$ cat src/rtl/mem_access_initiator_pkg.sv
// -----------------------------------------------------------------------------
// mem_access_initiator_pkg
//   Shared definitions for the MOV/MOC memory initiator: opcode values, access
//   size encoding, response codes, FSM state encoding and small decode helpers.
//   No ports (package).
// -----------------------------------------------------------------------------
package mem_access_initiator_pkg;

   // Opcodes as issued by the control unit
   localparam logic [5:0] OP_LB  = 6'b100000;
   localparam logic [5:0] OP_LH  = 6'b100001;
   localparam logic [5:0] OP_LW  = 6'b100011;
   localparam logic [5:0] OP_LBU = 6'b100100;
   localparam logic [5:0] OP_LHU = 6'b100101;
   localparam logic [5:0] OP_SB  = 6'b101000;
   localparam logic [5:0] OP_SH  = 6'b101001;
   localparam logic [5:0] OP_SW  = 6'b101011;

   // Access size
   typedef enum logic [1:0] {
      SZ_BYTE = 2'd0,
      SZ_HALF = 2'd1,
      SZ_WORD = 2'd2
   } size_e;

   // Response codes
   localparam logic [1:0] CODE_OK       = 2'b00;
   localparam logic [1:0] CODE_MISALIGN = 2'b01;
   localparam logic [1:0] CODE_RANGE    = 2'b10;
   localparam logic [1:0] CODE_TIMEOUT  = 2'b11;

   // FSM state encoding
   typedef enum logic [2:0] {
      ST_IDLE  = 3'd0,
      ST_CHECK = 3'd1,
      ST_SETUP = 3'd2,
      ST_WAIT  = 3'd3,
      ST_DONE  = 3'd4
   } state_e;

   function automatic logic op_legal(input logic [5:0] op);
      logic ok;
      case (op)
         OP_LB, OP_LH, OP_LW, OP_LBU, OP_LHU, OP_SB, OP_SH, OP_SW: ok = 1'b1;
         default: ok = 1'b0;
      endcase
      return ok;
   endfunction

   // Unknown opcodes are quietly executed as a word load.
   function automatic logic [5:0] op_normalize(input logic [5:0] op);
      return op_legal(op) ? op : OP_LW;
   endfunction

   function automatic size_e op_size(input logic [5:0] op);
      size_e sz;
      case (op)
         OP_LB, OP_LBU, OP_SB: sz = SZ_BYTE;
         OP_LH, OP_LHU, OP_SH: sz = SZ_HALF;
         default:              sz = SZ_WORD;
      endcase
      return sz;
   endfunction

   function automatic logic [2:0] size_bytes(input size_e sz);
      logic [2:0] n;
      case (sz)
         SZ_BYTE: n = 3'd1;
         SZ_HALF: n = 3'd2;
         default: n = 3'd4;
      endcase
      return n;
   endfunction

   function automatic logic op_is_store(input logic [5:0] op);
      return (op == OP_SB) || (op == OP_SH) || (op == OP_SW);
   endfunction

   // The RAM only knows signed-style load codes; unsigned loads map onto
   // them and the extension is done locally.
   function automatic logic [5:0] op_ram_code(input logic [5:0] op);
      logic [5:0] c;
      case (op)
         OP_LBU:  c = OP_LB;
         OP_LHU:  c = OP_LH;
         default: c = op;
      endcase
      return c;
   endfunction

endpackage

$ cat src/rtl/mem_access_initiator_load_extender.sv
// -----------------------------------------------------------------------------
// load_extender
//   Combinational sign/zero extension of right-justified load data.
//   Ports:
//     op   in  6   normalized request opcode
//     raw  in  32  data returned by the RAM (right-justified, zero-filled)
//     ext  out 32  extended result (LB/LH sign, LBU/LHU zero, others as-is)
// -----------------------------------------------------------------------------
module load_extender
   import mem_access_initiator_pkg::*;
(
   input  logic [5:0]  op,
   input  logic [31:0] raw,
   output logic [31:0] ext
);

   always_comb begin
      ext = raw;
      case (op)
         OP_LB:   ext = {{24{raw[7]}}, raw[7:0]};
         OP_LH:   ext = {{16{raw[15]}}, raw[15:0]};
         OP_LBU:  ext = {24'h0, raw[7:0]};
         OP_LHU:  ext = {16'h0, raw[15:0]};
         default: ext = raw;
      endcase
   end

endmodule

$ cat src/rtl/mem_access_initiator.sv
// -----------------------------------------------------------------------------
// mem_access_initiator
//   Initiator side of the MOV/MOC RAM handshake. Takes one load/store request
//   at a time, checks alignment and range, drives the RAM, waits for MOC (with
//   a timeout) and returns a one-cycle response with extended load data.
//
//   Handshake: a request transfers on a rising Clk edge where req_valid and
//   req_ready are both 1; req_ready is 1 only in IDLE, so the requester holds
//   req_valid until then. rsp_valid is a single-cycle pulse with no back
//   pressure. Towards the RAM, MOV rises with address/data/RW/MemOP already
//   stable and they stay stable until MOV falls; the RAM answers with MOC.
//
//   Ports:
//     Clk, Clr                   clock, async active-high reset
//     req_valid/req_ready        request handshake
//     req_op/req_addr/req_wdata  request opcode, byte address, store data
//     rsp_valid/rsp_fault        one-cycle completion pulse, abort flag
//     rsp_rdata/rsp_code         extended load data, status (held)
//     MOV/RW/MemAddr/MemDataIn/MemOP   RAM command side
//     MemDataOut/MOC             RAM response side
//     dbg_state                  current FSM state (state_e encoding)
// -----------------------------------------------------------------------------
module mem_access_initiator
   import mem_access_initiator_pkg::*;
#(
   parameter int unsigned MEM_BYTES   = 512,
   parameter int unsigned TIMEOUT_CYC = 16
)(
   input  logic        Clk,
   input  logic        Clr,
   input  logic        req_valid,
   output logic        req_ready,
   input  logic [5:0]  req_op,
   input  logic [31:0] req_addr,
   input  logic [31:0] req_wdata,
   output logic        rsp_valid,
   output logic [31:0] rsp_rdata,
   output logic        rsp_fault,
   output logic [1:0]  rsp_code,
   output logic        MOV,
   output logic        RW,
   output logic [31:0] MemAddr,
   output logic [31:0] MemDataIn,
   output logic [5:0]  MemOP,
   input  logic [31:0] MemDataOut,
   input  logic        MOC,
   output logic [2:0]  dbg_state
);

   localparam logic [7:0]  TMO_LAST  = 8'(TIMEOUT_CYC - 1);
   localparam logic [32:0] MEM_LIMIT = 33'(MEM_BYTES);

   state_e      state_q, state_d;
   logic [5:0]  op_q;
   logic [31:0] addr_q;
   logic [31:0] wdata_q;
   logic [7:0]  tmo_cnt_q;

   size_e       chk_size;
   logic        chk_misaligned;
   logic [32:0] chk_end;
   logic [1:0]  chk_code;
   logic        timeout_hit;
   logic [31:0] ext_data;

   assign dbg_state = state_q;

   // ---------------------------------------------------------------- checker
   // End address is formed in 33 bits so an access near 0xFFFF_FFFF cannot
   // wrap back into range.
   always_comb begin
      chk_size       = op_size(op_q);
      chk_misaligned = 1'b0;
      case (chk_size)
         SZ_HALF: chk_misaligned = addr_q[0];
         SZ_WORD: chk_misaligned = |addr_q[1:0];
         default: chk_misaligned = 1'b0;
      endcase
      chk_end = {1'b0, addr_q} + {30'd0, size_bytes(chk_size)};
      if (chk_misaligned)
         chk_code = CODE_MISALIGN;
      else if (chk_end > MEM_LIMIT)
         chk_code = CODE_RANGE;
      else
         chk_code = CODE_OK;
   end

   assign timeout_hit = (tmo_cnt_q == TMO_LAST);

   load_extender u_load_extender (
      .op  (op_q),
      .raw (MemDataOut),
      .ext (ext_data)
   );

   // ----------------------------------------------------------- state register
   always_ff @(posedge Clk or posedge Clr) begin
      if (Clr) state_q <= ST_IDLE;
      else     state_q <= state_d;
   end

   // --------------------------------------------------------------- next state
   // MOC is not looked at in SETUP: it may still be high from the previous
   // access. In WAIT a MOC arriving on the timeout cycle still wins.
   always_comb begin
      state_d = state_q;
      case (state_q)
         ST_IDLE:  if (req_valid) state_d = ST_CHECK;
         ST_CHECK: state_d = (chk_code != CODE_OK) ? ST_DONE : ST_SETUP;
         ST_SETUP: state_d = ST_WAIT;
         ST_WAIT:  if (MOC || timeout_hit) state_d = ST_DONE;
         ST_DONE:  state_d = ST_IDLE;
         default:  state_d = ST_IDLE;
      endcase
   end

   // ------------------------------------------------------------------ outputs
   // MOV decodes straight from the state register, so Clr drops it without
   // waiting for a clock edge.
   always_comb begin
      req_ready = 1'b0;
      MOV       = 1'b0;
      rsp_valid = 1'b0;
      case (state_q)
         ST_IDLE:           req_ready = 1'b1;
         ST_SETUP, ST_WAIT: MOV       = 1'b1;
         ST_DONE:           rsp_valid = 1'b1;
         default: ;
      endcase
      RW        = ~(MOV & op_is_store(op_q));
      rsp_fault = rsp_valid & (rsp_code != CODE_OK);
   end

   // ------------------------------------------------------------ request regs
   always_ff @(posedge Clk or posedge Clr) begin
      if (Clr) begin
         op_q    <= OP_LW;
         addr_q  <= '0;
         wdata_q <= '0;
      end else if (state_q == ST_IDLE && req_valid) begin
         op_q    <= op_normalize(req_op);
         addr_q  <= req_addr;
         wdata_q <= req_wdata;
      end
   end

   // ---------------------------------------------------------------- RAM regs
   // Loaded once on the way into SETUP and held until the next access, so
   // they are stable for the whole MOV window.
   always_ff @(posedge Clk or posedge Clr) begin
      if (Clr) begin
         MemAddr   <= '0;
         MemDataIn <= '0;
         MemOP     <= OP_LW;
      end else if (state_q == ST_CHECK && chk_code == CODE_OK) begin
         MemAddr   <= addr_q;
         MemDataIn <= wdata_q;
         MemOP     <= op_ram_code(op_q);
      end
   end

   // ---------------------------------------------------------- timeout counter
   always_ff @(posedge Clk or posedge Clr) begin
      if (Clr)
         tmo_cnt_q <= '0;
      else if (state_q == ST_WAIT && state_d == ST_WAIT)
         tmo_cnt_q <= tmo_cnt_q + 8'd1;
      else
         tmo_cnt_q <= '0;
   end

   // ----------------------------------------------------------- response regs
   always_ff @(posedge Clk or posedge Clr) begin
      if (Clr) begin
         rsp_rdata <= '0;
         rsp_code  <= CODE_OK;
      end else if (state_q == ST_CHECK && chk_code != CODE_OK) begin
         rsp_rdata <= '0;
         rsp_code  <= chk_code;
      end else if (state_q == ST_WAIT && MOC) begin
         rsp_rdata <= op_is_store(op_q) ? 32'h0 : ext_data;
         rsp_code  <= CODE_OK;
      end else if (state_q == ST_WAIT && timeout_hit) begin
         rsp_rdata <= '0;
         rsp_code  <= CODE_TIMEOUT;
      end
   end

endmodule

$ cat config.mk
export PLATFORM = sky130hd
export DESIGN_NAME = mem_access_initiator
export DESIGN_NICKNAME = d
export VERILOG_FILES = /design/src/rtl/mem_access_initiator_pkg.sv /design/src/rtl/mem_access_initiator_load_extender.sv /design/src/rtl/mem_access_initiator.sv
export SDC_FILE = /design/constraint.sdc
export NUM_CORES = 1
export LEC_CHECK = 0
export BUFFER_PORTS_ARGS = -buffer_cell sky130_fd_sc_hd__buf_2
export CAP_MARGIN = 20
export CORE_UTILIZATION = 25
export DETAILED_ROUTE_END_ITERATION = 10
export HOLD_SLACK_MARGIN = 0.15
export SLEW_MARGIN = 0
export SYNTH_ARGS = -nofsm -noshare
export SYNTH_HDL_FRONTEND = slang
export SYNTH_SLANG_ARGS = --single-unit
$ cat constraint.sdc
create_clock -name Clk -period 9.9 [get_ports Clk]
set_clock_uncertainty 0.15 [all_clocks]
set_input_delay 0.99 -clock Clk [delete_from_list [all_inputs] [get_ports Clk]]
set_output_delay 0.99 -clock Clk [all_outputs]
set_load 0.05 [all_outputs]
==> Yosys cells after proc, flatten, opt, wreduce, memory -nomap -nowiden <==
Index checks and enable logic that the tools add are counted.
{ "word_totals": {"wordCells": 84, "register_bits": 185, "output_inout_bits": 112, "inputBits": 106} }
{ "op_classes": {"order_cmp": 1, "n_mux": 25, "reduce_logical": 20, "n_eq_ne": 23, "n_addsub": 2, "n_bitwise": 3} }
{ "op_table": {"columns": ["cell", "count"], "rows": [
  ["$mux W32", 4],
  ["$pmux W32 S4", 1],
  ["$eq A6 B6 Y1 const B", 15],
  ["$add A32 B3 Y33", 1],
  ["$gt A33 B10 Y1 const B", 1],
  ["$pmux W3 S4", 1],
  ["$pmux W6 S2", 1],
  ["$mux W2", 5],
  ["$eq A3 B2 Y1 const B", 3],
  ["$mux W3", 3],
  ["$add A8 B1 Y8 const B", 1],
  ["$eq A8 B4 Y1 const B", 1],
  ["$mux W8", 1],
  ["$reduce_or A8 Y1", 1],
  ["$logic_and A1 B1 Y1", 6],
  ["$mux W6", 1],
  ["$pmux W3 S2", 1],
  ["$reduce_or A3 Y1", 2],
  ["$mux W1", 5],
  ["$logic_not A2 Y1", 2],
  ["$pmux W2 S2", 1],
  ["$reduce_bool A2 Y1", 2],
  ["$reduce_or A2 Y1", 2],
  ["$eq A3 B1 Y1 const B", 1],
  ["9 further kinds", 12]
]} }

==> Logic depth before layout (Yosys ltp) <==
{ "logic_depth": {"ltp_word": 15, "depth_mapped": 14} }

==> Cells and area by module <==
From an unflattened synthesis, not the netlist that was laid out.
{ "hier_totals": {"cells_unflattened": 831, "area_unflattened_um2": 8505.7} }
{ "modules_own_cells": {"columns": ["mod", "cells_each", "instances", "seq_area_each_um2", "area_per_inst_um2"], "rows": [
  ["mem_access_initiator", 780, 1, 4636.9, 8162.8],
  ["load_extender", 51, 1, 0.0, 342.8]
]} }

==> Least setup slack after synthesis <==
No wires, ideal clock.
{ "synth_timing": {"path_type": "reg2reg", "startpoint": "reg op_q[5]", "endpoint": "reg MemAddr[7]", "arrival_ps": 4102, "period_less_slack_ps": 4377, "path_buffers": 1, "stages_incl_launch_ff": 13, "path_slack_ps": 5523, "cell_sequence": "dfstp_2 or3b_2 a211o_1 inv_1 ha_1 fa_1 or3_1 a31oi_1 a41oi_1 or4_4 nor4_4 buf_6 mux2_2"} }
{ "synth_between": {"elab_chain_len": 11} }
{ "synth_lines": {"columns": ["element", "line", "source"], "rows": [
  ["from (decl)", "mem_access_initiator.sv:54", "logic [5:0] op_q;"],
  ["from (signal assigned)", "mem_access_initiator.sv:141", "op_q <= op_normalize(req_op);"],
  ["$eq A6 B6 Y1", "mem_access_initiator_pkg.sv:57", "case (op)"],
  ["$reduce_or A3 Y1", "mem_access_initiator_pkg.sv:57", null],
  ["$pmux W2 S2 (*)", "mem_access_initiator_pkg.sv:57", null],
  ["$eq A2 B1 Y1 or $logic_not A2 Y1 (tied branches)", "mem_access_initiator_pkg.sv:67, mem_access_initiator.sv:74", null],
  ["$pmux W3 S2", "mem_access_initiator_pkg.sv:67", "case (sz)"],
  ["$add A32 B3 Y33", "mem_access_initiator.sv:79", "chk_end = {1'b0, addr_q} + {30'd0, size_bytes(chk_size)};"],
  ["$gt A33 B10 Y1", "mem_access_initiator.sv:82", "else if (chk_end > MEM_LIMIT)"],
  ["$mux W2", "mem_access_initiator.sv:82", null],
  ["$mux W2 (*)", "mem_access_initiator.sv:80", "if (chk_misaligned)"],
  ["$logic_not A2 Y1 (*)", "mem_access_initiator.sv:155", "end else if (state_q == ST_CHECK && chk_code == CODE_OK) begin"],
  ["$logic_and A1 B1 Y1 (*)", "mem_access_initiator.sv:155", null],
  ["to (signal assigned)", "mem_access_initiator.sv:156", "MemAddr <= addr_q;"],
  ["to (decl)", "mem_access_initiator.sv:42", "output logic [31:0] MemAddr,"]
]} }
Mark *: on every way between the ends. The rest lies on a longest branch, timed or not.
A chain may end at the register's enable or synchronous reset.

==> Worst setup path after layout <==
{ "layout_timing": {"startpoint": "reg op_q[5]", "endpoint": "reg MemDataIn[2]"} }
{ "layout_between": {"elab_chain_len": 11} }
{ "layout_lines": {"columns": ["element", "line", "source"], "rows": [
  ["$eq A6 B6 Y1", "mem_access_initiator_pkg.sv:57", null],
  ["$reduce_or A3 Y1", "mem_access_initiator_pkg.sv:57", null],
  ["$pmux W2 S2 (*)", "mem_access_initiator_pkg.sv:57", null],
  ["$eq A2 B1 Y1 or $logic_not A2 Y1 (tied branches)", "mem_access_initiator_pkg.sv:67, mem_access_initiator.sv:74", null],
  ["$pmux W3 S2", "mem_access_initiator_pkg.sv:67", null],
  ["$add A32 B3 Y33", "mem_access_initiator.sv:79", null],
  ["$gt A33 B10 Y1", "mem_access_initiator.sv:82", null],
  ["$mux W2", "mem_access_initiator.sv:82", null],
  ["$mux W2 (*)", "mem_access_initiator.sv:80", null],
  ["$logic_not A2 Y1 (*)", "mem_access_initiator.sv:155", null],
  ["$logic_and A1 B1 Y1 (*)", "mem_access_initiator.sv:155", null],
  ["to (signal assigned)", "mem_access_initiator.sv:157", "MemDataIn <= wdata_q;"],
  ["to (decl)", "mem_access_initiator.sv:43", "output logic [31:0] MemDataIn,"]
]} }
Marked as above.

==> impl_results.md <==
* Synth Area in Compound Gates at a little under 10%
* Die footprint at around 0.034 mm²
* CP Data Required Time at 10070 ps
* Final hold violations at 0
* Total GRT Usage at a little over an eighth
* Crit path kind: register to register
* Hold Path Depth at 1
* RSZ-0062 raised after global routing: no
* Worst-path maximum fanout at 38
* Endpoints failing setup at 0
* Post-Layout Inst Area at roughly 0.010 mm²
* Maximum VDD drop at 0.120 mV
* Post-synth EDFFs at 0
* Nets at 1167
* Synth Area in XOR/XNOR at under 10%
* Hold WC Path Type: register to register
* Dpl ws at just under 5000 ps
* # rows at 66
* Simple-gate share of the synthesized area at about 22%
* Asr flop ratio synth at 100%
* Num CTS Buffers at 17
* Highest clock rate at 0.197 GHz
* Clk_lat worst skew at 440 ps
* Worst setup EP type: register
* Initial DRT Pass Iterations at 4
* Multiplexer share of the synthesized area at 6.81%
* Initial DRC Count at ~410
* Synthesized Nets at 968
* Mapped Area at 0.00837 mm²
* CORE AREA at 0.0328 mm²
* Die height at 185 µm
* DRT Wirelength at 22600 µm
* Synth cell types at 55
* Most frequent cells in the layout: nand2_1 (239), buf_2 (217), dfrtp_1 (179), nor2_1 (53), mux2_1 (38)
* Synth Register Bits at between 150 and 200
* Ys flop type: dfrtp_1
* Slew HR at between 20% and 30%
* Final worst slack at 4830 ps
* Postcts setup bufs at 0
* Mean Syn Cell Area at 9.77 µm²
* Post-cts hold buffer count at 0
* Final min period at 5070 ps
* Power, Total at 0.00187 W
* Vias in the first global route at 6478
* CTS sink cnt at 185
* Cts repair resizes at 0
* H-Tree Depth at 4
* Largest net degree at the start of global routing at 101
* CTS tree: done
* Worst setup SP type: register
* Layout cells sized above 1 at 26.3%
* GR Overflow Total at 0
* Power Density at 178 mW/mm²
* Fin crit share at 51.2%
* Arrival time at the worst endpoint at 5240 ps
* Width of the die at 185 µm
* Fin util at 31.9%
* Commonest non-fill, non-tap cell in the layout: nand2_1
* Dpl hpwl at 15800 µm
* Vias per cell at 4.56
* Worst r2r path cells at 12
* Port-buffer cells at 217
* Global-route wire length before repair at 35100 µm
* Leak pwr at ~5.3 nW
* Vias at 6888
* # DRC at 0
* Synthesized netlist cell count at roughly 860
* Post-DP Area at a little under 0.01 mm²
* Fin. max-slew vios at 0
* Initial Utilization at approximately a quarter
* Yosys warning count at 0
* Growth of design area from synthesis to finish at 25.1%
* Status: complete, no violations
* Initial antenna violation count at 1
* Num ports at 218
* Setup TNS at 0 ps
* Sequential share of the synthesized area at 55.4%
* Worst-margin pin slew at 1090 ps
* Root buffer selected by CTS: clkbuf_16
* Synthesized-area fraction occupied by adder cells at less than 1%
* Avg WL per Cell at 15.0 µm
* CTS Buffer Depth at 2
* Largest family of logic cells by synthesized area: simple AND/OR/NAND/NOR gates
* Gpl congestion at 0.882
* Detail Route Antenna Nets at 0
* Clock Pin Slew Worst Setup and Hold Paths at ~70 ps
* Total of max-cap violations at 0
-- where the power goes --
part	switching, W	internal [W]
Sequential	0.0000784	0.000824
Clock	0.000305	0.000393
Combinational	0.000170	0.0000961
Total	0.000554	0.00131
-- stage by stage --
step / std cells / hold slack (ps)
after floorplan: 857 / 283
after global placement: 1478 / 297
after detailed placement: 1479 / 301
after CTS: 1510 / 311
after global routing: 1511 / 347
final: 1511 / 307
-- cells in the mapped netlist (3+ instances only) --
master | instances | share of area (%)
xnor2_1 | 8 | 0.84
or3_1 | 6 | 0.45
and2_1 | 7 | 0.52
nor4_1 | 13 | 0.97
a21oi_1 | 18 | 1.1
and4_1 | 3 | 0.31
and3_1 | 5 | 0.37
mux2i_1 | 3 | 0.36
dfrtp_1 | 179 | 53
nand2_1 | 240 | 11
mux2_1 | 38 | 5.1
a41oi_1 | 3 | 0.31
o21ai_0 | 19 | 1.1
buf_6 | 8 | 1.1
nand4_1 | 14 | 1.0
a32oi_1 | 8 | 0.84
o21ai_1 | 31 | 1.9
a31oi_1 | 27 | 2.0
nor2b_1 | 25 | 1.9
nand3_1 | 17 | 1.0
or4_1 | 4 | 0.36
a21o_1 | 4 | 0.36
ha_1 | 4 | 0.60
xor2_1 | 9 | 0.94
o21a_1 | 3 | 0.27
inv_1 | 11 | 0.49
nor2_1 | 53 | 2.4
clkbuf_1 | 34 | 1.5
nor3_1 | 6 | 0.36
a211oi_1 | 4 | 0.36
nand3b_1 | 3 | 0.27
buf_2 | 3 | 0.18
dfstp_2 | 6 | 1.9
mux2_2 | 10 | 1.3
-- layout make-up --
| class | instances | area [µm²] |
|---|---|---|
| Tap cell | 442 | 553 |
| Inverter | 11 | 48.8 |
| Timing Repair Buffer | 227 | 1180 |
| Antenna cell | 1 | 2.50 |
| Fill cell | 3478 | 22300 |
| Clock buffer | 22 | 474 |
| Sequential cell | 185 | 4640 |
| Multi-Input combinational cell | 614 | 3460 |
| Clock inverter | 9 | 116 |
-- critical path, stage by stage (launching register included) --
cell,delay [ps]
dfstp_2,550
or3b_2,490
a211o_1,300
inv_1,60
ha_1,190
fa_1,420
or3_1,380
a31oi_1,170
a41oi_1,150
or4_4,580
nor4_4,560
buf_4,540
mux2_2,400
-- layer usage --
| layer | up-vias | part of all wire (%) | global-route usage [%] |
|---|---|---|---|
| met3 | 17 | 5.9 | 3.48 |
| met4 | 0 | 1.6 | 4.79 |
| met2 | 196 | 46 | 21.3 |
| met1 | 3330 | 47 | 17.4 |
| met5 | - | 0 | 0 |
| li1 | 3345 | - | - |
-- flip-flops by register name, indices dropped and copies added (netlist names), 6 cells and up --
| register | flops |
|---|---|
| tmo_cnt_q | 8 |
| MemAddr | 32 |
| rsp_rdata | 32 |
| MemOP | 6 |
| wdata_q | 32 |
| op_q | 6 |
| MemDataIn | 32 |
| addr_q | 32 |
-- worst paths after layout --
kind / startpoint / end / slack (ps)
hold / removal: tmo_cnt_q[0]$_DFF_PP0_ / tmo_cnt_q[0]$_DFF_PP0_ / 310
setup / recovery: op_q[5]$_DFFE_PP1P_ / MemDataIn[2]$_DFFE_PP0P_ / 4830
hold reg to reg: tmo_cnt_q[0]$_DFF_PP0_ / tmo_cnt_q[0]$_DFF_PP0_ / 310
min in group asynchronous: Clr / MemAddr[23]$_DFFE_PP0P_ / 500
max in group asynchronous: Clr / op_q[0]$_DFFE_PP1P_ / 7720
setup reg to reg: op_q[5]$_DFFE_PP1P_ / MemDataIn[2]$_DFFE_PP0P_ / 4830
-- kinds of logic (layout without fill, tap and decap cells) --
group                    Yosys count  after routing
AND/OR/NAND/NOR                  408            408
flip-flops                       185            185
AO/OA/AOI/OAI                    133            133
buffers and inverters             58            269
multiplexers                      51             51
XOR/XNOR                          17             17
adder cells (fa/ha/maj)            5              5
other                              0              1
No activity file was read; power rests on OpenSTA's default activity.
